--- src/rtl/dc_ipu_filter_phase_gen.sv ---
// Scaler filter phase generator: source index and phase per output pixel.
// Optional DC_IPU_PHASE_ROUND_EN rounds alpha to nearest instead of truncating.
module dc_ipu_filter_phase_gen #(
  parameter int WEIGHT_WIDTH       = 10,
  parameter int WEIGHT_FRACT_WIDTH = 8,
  parameter int COORD_WIDTH        = 12,
  parameter int STEP_FRACT_WIDTH   = 16
) (
  input  logic                                    clk,
  input  logic                                    nreset,
  input  logic                                    start,
  input  logic [COORD_WIDTH-1:0]                  out_len,
  input  logic [COORD_WIDTH-1:0]                  src_max,
  input  logic [COORD_WIDTH+STEP_FRACT_WIDTH-1:0] step,
  input  logic [COORD_WIDTH+STEP_FRACT_WIDTH-1:0] init_phase,
  output logic                                    out_valid,
  input  logic                                    out_ready,
  output logic [WEIGHT_WIDTH-1:0]                 alpha,
  output logic [COORD_WIDTH-1:0]                  src_idx,
  output logic [COORD_WIDTH-1:0]                  src_adv,
  output logic                                    out_last,
  output logic                                    busy,
  output logic                                    done
);

  localparam int CW = COORD_WIDTH;
  localparam int SF = STEP_FRACT_WIDTH;
  localparam int WF = WEIGHT_FRACT_WIDTH;
  localparam int WW = WEIGHT_WIDTH;
  localparam int SW = CW + SF;
  localparam int AW = SW + 1;
  localparam int IW = AW + 1 - SF;
  localparam int RSH = (SF > WF) ? (SF - WF - 1) : 0;

`ifdef DC_IPU_PHASE_ROUND_EN
  localparam logic [AW:0] HALF =
    (SF > WF) ? ({{AW{1'b0}}, 1'b1} << RSH) : '0;
`else
  localparam logic [AW:0] HALF = '0;
`endif

  typedef enum logic [1:0] {
    S_IDLE,
    S_RUN,
    S_DONE
  } state_t;

  state_t state_q, state_d;

  logic [AW-1:0] acc_q, acc_d;
  logic [CW-1:0] cnt_q, cnt_d;
  logic [SW-1:0] step_q, step_d;
  logic [CW-1:0] max_q, max_d;
  logic [WW-1:0] alpha_q, alpha_d;
  logic [CW-1:0] idx_q, idx_d;
  logic [CW-1:0] adv_q, adv_d;
  logic          valid_q, valid_d;
  logic          last_q, last_d;
  logic          busy_q, busy_d;
  logic          done_q, done_d;

  logic          hs;
  logic [AW:0]   sum;
  logic [AW-1:0] acc_n;
  logic [AW-1:0] c_acc;
  logic [CW-1:0] c_max;
  logic [AW:0]   c_r;
  logic [IW-1:0] c_int;
  logic [CW-1:0] c_idx;
  logic [WW-1:0] c_alpha;

  assign hs = valid_q & out_ready;

  // Saturating accumulator advance
  always_comb begin
    sum   = {1'b0, acc_q} + {{(AW-SW+1){1'b0}}, step_q};
    acc_n = sum[AW] ? '1 : sum[AW-1:0];
  end

  // Index/phase from an accumulator value, rounded and clamped
  always_comb begin
    c_acc   = (state_q == S_IDLE) ? {1'b0, init_phase} : acc_n;
    c_max   = (state_q == S_IDLE) ? src_max : max_q;
    c_r     = {1'b0, c_acc} + HALF;
    c_int   = c_r[AW:SF];
    c_idx   = c_int[CW-1:0];
    c_alpha = {{(WW-WF){1'b0}}, c_r[SF-1 -: WF]};
    if (c_int > {2'b00, c_max}) begin
      c_idx   = c_max;
      c_alpha = '0;
    end
  end

  // State register and datapath flops
  always_ff @(posedge clk) begin
    if (!nreset) begin
      state_q <= S_IDLE;
      acc_q   <= '0;
      cnt_q   <= '0;
      step_q  <= '0;
      max_q   <= '0;
      alpha_q <= '0;
      idx_q   <= '0;
      adv_q   <= '0;
      valid_q <= 1'b0;
      last_q  <= 1'b0;
      busy_q  <= 1'b0;
      done_q  <= 1'b0;
    end else begin
      state_q <= state_d;
      acc_q   <= acc_d;
      cnt_q   <= cnt_d;
      step_q  <= step_d;
      max_q   <= max_d;
      alpha_q <= alpha_d;
      idx_q   <= idx_d;
      adv_q   <= adv_d;
      valid_q <= valid_d;
      last_q  <= last_d;
      busy_q  <= busy_d;
      done_q  <= done_d;
    end
  end

  // Next-state logic
  always_comb begin
    state_d = state_q;
    case (state_q)
      S_IDLE: begin
        if (start)
          state_d = (out_len == '0) ? S_DONE : S_RUN;
      end
      S_RUN: begin
        if (hs && last_q)
          state_d = S_DONE;
      end
      S_DONE:  state_d = S_IDLE;
      default: state_d = S_IDLE;
    endcase
  end

  // Output and datapath next values
  always_comb begin
    acc_d   = acc_q;
    cnt_d   = cnt_q;
    step_d  = step_q;
    max_d   = max_q;
    alpha_d = alpha_q;
    idx_d   = idx_q;
    adv_d   = adv_q;
    valid_d = valid_q;
    last_d  = last_q;
    if (state_q == S_IDLE && start && out_len != '0) begin
      acc_d   = {1'b0, init_phase};
      cnt_d   = out_len;
      step_d  = step;
      max_d   = src_max;
      idx_d   = c_idx;
      alpha_d = c_alpha;
      adv_d   = '0;
      valid_d = 1'b1;
      last_d  = (out_len == CW'(1));
    end else if (state_q == S_RUN && hs) begin
      acc_d = acc_n;
      cnt_d = cnt_q - CW'(1);
      if (last_q) begin
        valid_d = 1'b0;
        last_d  = 1'b0;
      end else begin
        idx_d   = c_idx;
        alpha_d = c_alpha;
        adv_d   = c_idx - idx_q;
        last_d  = (cnt_q == CW'(2));
      end
    end
    busy_d = (state_d != S_IDLE);
    done_d = (state_d == S_DONE);
  end

  assign out_valid = valid_q;
  assign alpha     = alpha_q;
  assign src_idx   = idx_q;
  assign src_adv   = adv_q;
  assign out_last  = last_q;
  assign busy      = busy_q;
  assign done      = done_q;

endmodule

--- config.mk ---
export PLATFORM = sky130hd
export DESIGN_NAME = dc_ipu_filter_phase_gen
export DESIGN_NICKNAME = d
export VERILOG_FILES = /design/src/rtl/dc_ipu_filter_phase_gen.sv
export SDC_FILE = /design/constraint.sdc
export NUM_CORES = 1
export LEC_CHECK = 0
export CORE_MARGIN = 2
export CORE_UTILIZATION = 52
export CTS_CLUSTER_DIAMETER = 30
export DETAILED_ROUTE_END_ITERATION = 12
export GPL_TIMING_DRIVEN = 0
export PLACE_DENSITY = 0.81
export SYNTH_ARGS = -nofsm -noshare
export SYNTH_HDL_FRONTEND = slang
export SYNTH_SLANG_ARGS = --single-unit
--- constraint.sdc ---
create_clock -name clk -period 18.2 [get_ports clk]
set_input_delay 3.64 -clock clk [delete_from_list [all_inputs] [get_ports clk]]
set_output_delay 3.64 -clock clk [all_outputs]
set_load 0.01 [all_outputs]
* After elaboration in Yosys (flattened, before gate mapping)
Cells that the tools add are included.
** Storage, ports and cells
- Register bits after elaboration :: 121
- Bits of input ports :: 84
- Output and inout port bits :: 38
- Logic and storage cells :: 64
** Operators by class
- Add/sub/neg operators :: 3
- $lt $le $gt $ge :: 1
- Equality and inequality tests :: 5
- Multiplexer cells :: 25
- Bitwise operators :: 3
- Reductions and logical operators :: 14
** Operators by type and width (number)
- 2-to-1 mux 12 bit :: 7
- 2-to-1 mux 29 bit :: 2
- 2-to-1 mux 28 bit :: 2
- adder 29 x 28 -> 30 bit :: 1
- 2-to-1 mux 10 bit :: 3
- > comparator 13 x 12 -> 1 bit :: 1
- equality test 12 x 1 -> 1 bit, second input constant :: 1
- equality test 12 x 2 -> 1 bit, second input constant :: 1
- logical NOT 12 bit :: 1
- nonzero test 12 bit :: 1
- subtractor 12 x 1 -> 12 bit, second input constant :: 1
- subtractor 12 bit :: 1
- 2-to-1 mux 8 bit :: 1
- 2-to-1 mux 1 bit :: 6
- 2-to-1 mux 2 bit :: 3
- AND reduction 2 bit :: 3
- nonzero test 2 bit :: 3
- logical AND 1 bit :: 4
- one-hot mux 2 bit (2 select lines) :: 1
- equality test 2 x 1 -> 1 bit, second input constant :: 1
- equality test 2 bit, second input constant :: 1
- logical NOT 2 bit :: 1
- != test 2 x 1 -> 1 bit, second input constant :: 1
- inverter 1 bit :: 2
- 2 further kinds :: 2

* Logic depth before layout (Yosys ltp)
Gate-level depths: netlist of the first run.
- Depth in word-level cells :: 8
- Depth in mapped cells :: 35
- Gate-level depth less buffers :: 32

* Least setup slack after synthesis of the first run
OpenSTA, ideal clock, no wires.
- Path kind :: input to register
- Start point :: input port init_phase[17]
- End point :: register adv_q[10] (netlist: src_adv[10])
- Setup time :: 0.128 ns
- Data arrival time :: 7.842 ns
- Data required time :: 18.072 ns
- Slack :: 10.230 ns
- Stages :: 25
- Buffers on the path :: 2
- Cells stage by stage :: or3_1 o31ai_1 inv_1 ha_1 nor2b_1 o31ai_1 a21oi_1 o31ai_1 nor2_1 a2111oi_4 buf_6 buf_12 a21o_1 ha_1 inv_1 fa_1 a21o_1 a21oi_1 o21bai_1 a21oi_1 nor2b_1 o21a_1 o31a_1 mux2i_1 o211ai_1
** On the way
- Word-level cells in the longest chain between the ends :: 4
** RTL lines
- start, declared :: line 15 : input logic [COORD_WIDTH+STEP_FRACT_WIDTH-1:0] init_phase,
- 2-to-1 mux 29 bit * :: line 82 : c_acc = (state_q == S_IDLE) ? {1'b0, init_phase} : acc_n;
- > comparator 13 x 12 -> 1 bit :: line 88 : if (c_int > {2'b00, c_max}) begin
- 2-to-1 mux 12 bit * :: line 88
- subtractor 12 bit * :: line 172 : adv_d = c_idx - idx_q;
- end signal, assigned :: line 117 : adv_q <= adv_d;
- end, declared :: line 56 : logic [CW-1:0] adv_q, adv_d;
Mark *: on every way between the ends. The rest lies on a longest branch, timed or not.
A chain may end at the register's enable or synchronous reset.

* Worst setup path after layout of the first run
- Start point :: input port init_phase[17]
- End point :: register adv_q[11] (netlist: src_adv[11])
** On the way
- Word-level cells in the longest chain between the ends :: 4
** RTL lines
- 2-to-1 mux 29 bit * :: line 82
- > comparator 13 x 12 -> 1 bit :: line 88
- 2-to-1 mux 12 bit * :: line 88
- named net c_idx[1] :: line 69 : logic [CW-1:0] c_idx;
- subtractor 12 bit * :: line 172
Mark *: on every way through the listed nets, which the timed path passes. The rest lies on a longest branch.

==> results of run 1 <==
-- layout make-up --
cell class,count,area [µm²]
well taps,188,235.2
inverters,32,120.1
repair buffers,119,1191
clock buffers,19,452.9
plain buffers,63,302.8
fillers,1291,5056
clock inverters,13,192.7
flip-flops and latches,119,2382
multi-input cells,787,5100
-- power by group through the flow --
stage | Sequential [mW] | Combinational, mW | Clock, mW
after global placement | 0.299 | 0.274 | 0
final | 0.295 | 0.287 | 0.370
after CTS | 0.294 | 0.281 | 0.370
after global routing | 0.296 | 0.312 | 0.381
after detailed placement | 0.299 | 0.279 | 0
after floorplan | 0.299 | 0.187 | 0
-- worst paths after layout --
check	endpoint	slack, ns	cells past startpoint
setup / recovery	src_adv[11]	9.42	22
hold / removal	src_adv[6]	0.45	2
setup reg to reg	src_adv[11]	10.71	27
hold reg to reg	src_adv[6]	0.45	2
-- metrics by stage --
step                setup WS (ns)  util (%)  instance area [µm²]
detailed placement          9.120     62.07                 9331
finish                      9.417     66.37                 9977
CTS                         9.469     66.37                 9977
global placement            9.063     62.07                 9331
global route                9.014     66.37                 9977
floorplan                   10.23         -                 7905
-- flip-flops by register name (all words and copies together), names as in the netlist --
| signal | flops |
|---|---|
| src_idx | 12 |
| state_q | 2 |
| out_last | 1 |
| alpha | 8 |
| step_q | 28 |
| cnt_q | 12 |
| done | 1 |
| src_adv | 12 |
| out_valid | 1 |
| max_q | 12 |
| busy | 1 |
| acc_q | 29 |
-- tightest hold or removal path: cells and delay by family (launching register included) --
kind / cells / cell delay, ns
AOI/OAI and AO/OA: 1 / 0.05
DFF: 1 / 0.30
and+or+nand+nor: 1 / 0.05
-- placed cells by master, fill, tap and decap left out, types with 17 or more instances in the layout --
cell type / count
a21boi_0: 54
a21oi_1: 75
a22oi_1: 17
clkbuf_1: 43
clkbuf_16: 17
clkdlybuf4s50_1: 119
dfxtp_1: 119
ha_1: 53
inv_1: 32
mux2i_1: 22
nand2_1: 166
nand3_1: 26
nor2_1: 67
o21ai_0: 46
xnor2_1: 17
-- cells in the mapped netlist (all sizes together), types with 5 or more instances --
master and instances:
o211ai 10, nor2 69, a21o 14, a21boi 54, inv 32, nor2b 9
nand2b 7, a21oi 78, or3 10, o21ai 54, dfxtp 119, xnor2 17
nand3 27, a22oi 17, o31ai 6, ha 53, a2111oi 5, a211oi 8
clkbuf 43, mux2i 22, a221oi 8, o221ai 7, and2 8, and3 6
nand2 166, buf 20, xor2 16, o21a 10, o22ai 5, nor3 10
a31oi 16, o2111ai 7, nor4 14, nand4 10
-- metal layers --
layer  share of wire (%)  vias up  track usage [%]
li1                    -     3910                -
met3                 8.6       85            7.705
met4                 4.8        0            18.42
met5                   0        -                0
met1                  40     3824            37.95
met2                  46      410            52.00
-- kinds of logic (layout without fill, tap and decap cells) --
logic type / count (synthesis) / after routing / synth area share, %
adder cells (fa/ha/maj): 55 / 55 / 8.900
other: 1 / 2 / 0.04746
XOR/XNOR: 33 / 33 / 3.658
AND/OR/NAND/NOR: 351 / 351 / 20.60
buffers and inverters: 95 / 246 / 5.352
flip-flops: 119 / 119 / 30.15
AO/OA/AOI/OAI: 324 / 324 / 28.50
multiplexers: 22 / 22 / 2.787
==> run metrics, run 1 <==
run status=complete, no violations; clock sink count=about 120; maximum number of pins on one net before global-route repair=17; global-route wire length before repair=approximately 40 mm; critical path's top delay family=compound AO/OA/AOI/OAI gates; total of warnings raised by yosys=0; Post-DRT Antenna Nets=0; post-synthesis instance area=between 7000 and 8000 µm²; maximum clock skew at final layout=0.01164 ns; transition time at the pin with the least slew margin=0.9624 ns; TritonCTS buffer count=17; post-layout net count=1278; leakage power summed over all cells=3.912 nW; boundary pin count=122; final non-filler cell total=1340; share of final-layout standard cells stronger than drive strength 1=between 6 and 7%; post-synthesis cell count=1000; hold_buf cts=0; Synth-to-Final Area Change=26.27%; DIE HEIGHT=approximately 130 µm; post-CTS setup-driven buffer insertion count=0; Cell Count Post-Placement=1308; share of async-settable or async-resettable flops after synthesis=0%; setup violation total in the final timing report=0; net switching power figure=0.3085 mW; clock latency reported for the late side of the worst-skew pair=0.44 ns; Worst EP required=18.58 ns; RSZ-0062 raised after global routing=no; via count normalized by instance count=6.141; library cells used by synthesis=76; WL final=between 20 and 30 mm; number of enable flip-flop cells after synthesis=0; worst supply voltage drop on vdd=72.17 µV; row cnt=45; Resize count post-CTS=0; type of element launching the critical path=input pin; maximum buffer depth of the clock tree=2; combinational share of power=30.2%; start of the worst register-to-register path=acc_q[6]; Tmin final=8.783 ns; sequential group share of total power=a little under a third; standard cell core area=15030 µm²; final estimated routing congestion in global placement=0.9813; Switching Share=32.42%; number of hold violations in the final report=0; number of global-route vias before repair=about 8000; via total after detailed routing=8229; number of iterations in the first detailed-routing pass=5; number of pins exceeding their max-slew limit in the final report=0; crit path from=init_phase[17]; worst-path cell chain=clkdlybuf4s50_1 -> or3_1 -> o31ai_1 -> inv_1 -> ha_1 -> nor2b_1 -> o31ai_1 -> a21oi_1 -> o31ai_1 -> nor2_1 -> a2111oi_4 -> buf_6 -> mux2i_1 -> ha_1 -> nand2b_1 -> a21oi_1 -> o41ai_1 -> o21ai_0 -> o221ai_1 -> xor2_1 -> or4b_1 -> nand3_1; DR WL/cell=19.19 µm; post-route clock period utilization=between 40% and 50%; Die W=127.3 µm; Largest stage delay, worst path=0.48 ns; ranking of synthesized cells by area=dfxtp_1 30%, ha_1 8.4%, nand2_1 7.9%; remaining global-route overflow=0; Internal Power=roughly 0.64 mW; timing-limited maximum frequency=113.9 MHz; Starting DRT DRC Count=around 690; combined global-route utilization of all metal layers=31.73%; fraction of synthesized cell area taken by the top area cell type=30.15%; Ant. Diodes=0; Avg Synthesized Cell Area=7.901 µm²; critical path buffer and inverter count=3; Post-synth top flop=dfxtp_1; Residual DRC=0; H-tree lvl count=4; total power per unit cell area=95.38 nW/µm²; max-capacitance violation count=0; headroom to the max-slew limit=35.25%; detailed placement HPWL=~19 mm; hold path start=src_adv[6]; CP max-delay cell=clkdlybuf4s50_1; synthesized flop and latch total=119; full die area=about 16000 µm²; maximum fanout along the worst path=10; Setup TNS Final=0 ns; IO buf count=~120; clock tree from TritonCTS=done; most used cell along the critical path=o31ai_1; initial cell density of the core=52.56%; critical path class=in2reg; Worst-path clk slew=roughly 0.060 ns; kind of end point of the critical path=flip-flop; worst path arrival time=between 9 and 10 ns; post-synthesis sequential area ratio=30.15%; worst hold slack after final layout=0.4477 ns; buffer type at the clock tree root=clkbuf_16; Power, Total=0.9516 mW; antenna violations before repair=0; HP Class=reg2reg; clock network fraction of design power=38.8%; top cell type by total area after synthesis=dfxtp_1
No activity file was read; power rests on OpenSTA's default activity.
==> inputs of run 2 (changes only) <==
==> constraint.sdc (replaced) <==
create_clock -name clk -period 8.1 [get_ports clk]
set_input_delay 1.62 -clock clk [delete_from_list [all_inputs] [get_ports clk]]
set_output_delay 1.62 -clock clk [all_outputs]
set_load 0.01 [all_outputs]
==> results of run 2 <==
The final DEF is identical to that of run 1. Status: complete, no violations.
Among the figures that moved: setup slack after placement 9.120 ns -> 0.8140 ns; setup slack after layout 9.417 ns -> 0.6077 ns; start point of the critical path init_phase[17] -> acc_q[6]; register-to-register setup slack 10.71 ns -> 0.61 ns; total power 0.9516 mW -> 2.138 mW; worst IR drop on VDD 72.17 µV -> 162.2 µV
==> inputs of run 3 (changes only) <==
--- a/config.mk
+++ b/config.mk
@@ -5,12 +5,14 @@
 export SDC_FILE = /design/constraint.sdc
 export NUM_CORES = 1
 export LEC_CHECK = 0
+export CORE_ASPECT_RATIO = 0.6
 export CORE_MARGIN = 2
 export CORE_UTILIZATION = 52
 export CTS_CLUSTER_DIAMETER = 30
 export DETAILED_ROUTE_END_ITERATION = 12
 export GPL_TIMING_DRIVEN = 0
 export PLACE_DENSITY = 0.81
+export SKIP_LAST_GASP = 1
 export SYNTH_ARGS = -nofsm -noshare
 export SYNTH_HDL_FRONTEND = slang
 export SYNTH_SLANG_ARGS = --single-unit
==> run metrics, run 3 (synthesized netlist as in run 1, its figures left out) <==
number of pins exceeding their max-slew limit in the final report=0; Switching Share=35.39%; IO buf count=between 100 and 150; headroom to the max-slew limit=33.34%; worst supply voltage drop on vdd=107.7 µV; Internal Power=1.355 mW; Residual DRC=0; antenna violations before repair=0; full die area=16230 µm²; RSZ-0062 raised after global routing=no; Tmin final=7.860 ns; highest-count cells in the layout ignoring fill and taps=166 x nand2_1, 119 x dfxtp_1, 119 x clkdlybuf4s50_1; worst hold slack after final layout=between 0.4 and 0.5 ns; Worst EP required=~8.5 ns; Die W=163.1 µm; standard cell core area=about 15000 µm²; Starting DRT DRC Count=971; sequential group share of total power=31.6%; leakage power summed over all cells=around 3.9 nW; Setup Slack @ Placement=0.4168 ns; combined global-route utilization of all metal layers=34.19%; Setup TNS Final=0 ns; remaining global-route overflow=0; Post-DRT Antenna Nets=0; register bank with the most flops=acc_q; via total after detailed routing=approximately 8400; maximum number of pins on one net before global-route repair=17; worst path arrival time=8.23 ns; max-capacitance violation count=0; kind of end point of the critical path=flip-flop; total power per unit cell area=approximately 210 nW/µm²; Resize count post-CTS=0; Largest stage delay, worst path=0.49 ns; initial cell density of the core=53.84%; net switching power figure=about 0.74 mW; boundary pin count=122; critical path class=reg2reg; type of element launching the critical path=flip-flop; Ant. Diodes=0; DIE HEIGHT=about 100 µm; DR WL/cell=20.67 µm; clock latency reported for the late side of the worst-skew pair=0.44 ns; row cnt=34; share of final-layout standard cells stronger than drive strength 1=6.250%; post-route clock period utilization=97.04%; transition time at the pin with the least slew margin=approximately 1.0 ns; worst setup slack after layout=0.2396 ns; TritonCTS buffer count=17; timing-limited maximum frequency=127.2 MHz; clock sink count=119; number of hold violations in the final report=0; CP max-delay cell=mux2i_1; final estimated routing congestion in global placement=1.000; most used cell along the critical path=ha_1; setup violation total in the final timing report=0; clock network fraction of design power=37.2%; post-layout net count=around 1300; maximum fanout along the worst path=10; most frequent standard cell in the layout excluding fill and tap cells=nand2_1; run status=complete, no violations; Synth-to-Final Area Change=25.70%; HP Class=reg2reg; detailed placement HPWL=between 20 and 25 mm; via count normalized by instance count=6.211; placed standard-cell area=a little over 9000 µm²; WL final=27.90 mm; number of global-route vias before repair=7594; post-CTS setup-driven buffer insertion count=0; number of flip-flops under the largest register name=29; hold_buf cts=0; maximum buffer depth of the clock tree=2; registers with the highest flip-flop counts=acc_q: 29 flops, step_q: 28 flops; combinational share of power=31.2%; maximum clock skew at final layout=0.01116 ns; number of iterations in the first detailed-routing pass=8; buffer type at the clock tree root=clkbuf_16; clock tree from TritonCTS=done; Power, Total=2.097 mW; global-route wire length before repair=42.10 mm; Worst-path clk slew=0.07 ns; H-tree lvl count=4; Filler Cells Inserted=around 1300; final non-filler cell area=9932 µm²
[run 3: cell types whose count changed in the layout (fill, tap and decap cells not counted)]
cell,change
clkinv_4,-1
clkbuf_8,-1
inv_6,+5
inv_8,+3
clkinvlp_4,-3
o21ai_0,-1
bufinv_16,-3
o21ai_1,+1
[run 3: worst paths after layout]
kind | start | end | slack [ns] | cells past startpoint
worst min register to register | src_adv[5] | src_adv[5] | 0.45 | 2
worst min-delay path | src_adv[5] | src_adv[5] | 0.45 | 2
worst max register to register | acc_q[0] | src_adv[11] | 0.24 | 29
worst max-delay path | acc_q[0] | src_adv[11] | 0.24 | 29
[run 3: final cells by class]
class                           count  area, µm²  share of cell area [%]
Multi-Input combinational cell    787       5100                   51.35
Clock inverter                     14      148.9                   1.499
Clock buffer                       18      439.2                   4.422
Tap cell                          198      247.7                   2.494
Inverter                           32      120.1                   1.209
Buffer                             63      302.8                   3.049
Sequential cell                   119       2382                   23.99
Timing Repair Buffer              119       1191                   11.99
[run 3: power groups by stage]
| stage | Clock (mW) | Sequential (mW) | Combinational [mW] |
|---|---|---|---|
| after floorplan | 0 | 0.671 | 0.420 |
| after global placement | 0 | 0.673 | 0.620 |
| after detailed placement | 0 | 0.674 | 0.631 |
| after CTS | 0.772 | 0.662 | 0.637 |
| after global routing | 0.798 | 0.667 | 0.709 |
| final | 0.779 | 0.663 | 0.655 |
[run 3: stage by stage]
step | util [%] | instances
after floorplan | - | 1001
after global placement | 63.67 | 1318
after detailed placement | 63.67 | 1318
after CTS | 67.67 | 1350
after global routing | 67.67 | 1350
final | 67.67 | 1350
[run 3: worst max-delay path, delay by kind of cell (launching register included)]
| family | cells | cell delay (ns) |
|---|---|---|
| AND/OR/NAND/NOR | 7 | 1.10 |
| buffers and inverters | 2 | 0.31 |
| XOR/XNOR | 2 | 0.61 |
| flip-flops | 1 | 0.32 |
| AO/OA/AOI/OAI | 13 | 3.67 |
| adder cells (fa/ha/maj) | 4 | 1.31 |
| multiplexers | 1 | 0.49 |
[run 3: routing by layer]
| layer | GRT usage (%) | up-vias | wire, µm |
|---|---|---|---|
| met3 | 10.68 | 54 | 3752 |
| met4 | 9.394 | 0 | 593 |
| met5 | 0 | - | 0 |
| li1 | - | 3895 | - |
| met2 | 48.63 | 518 | 11060 |
| met1 | 49.55 | 3918 | 12500 |
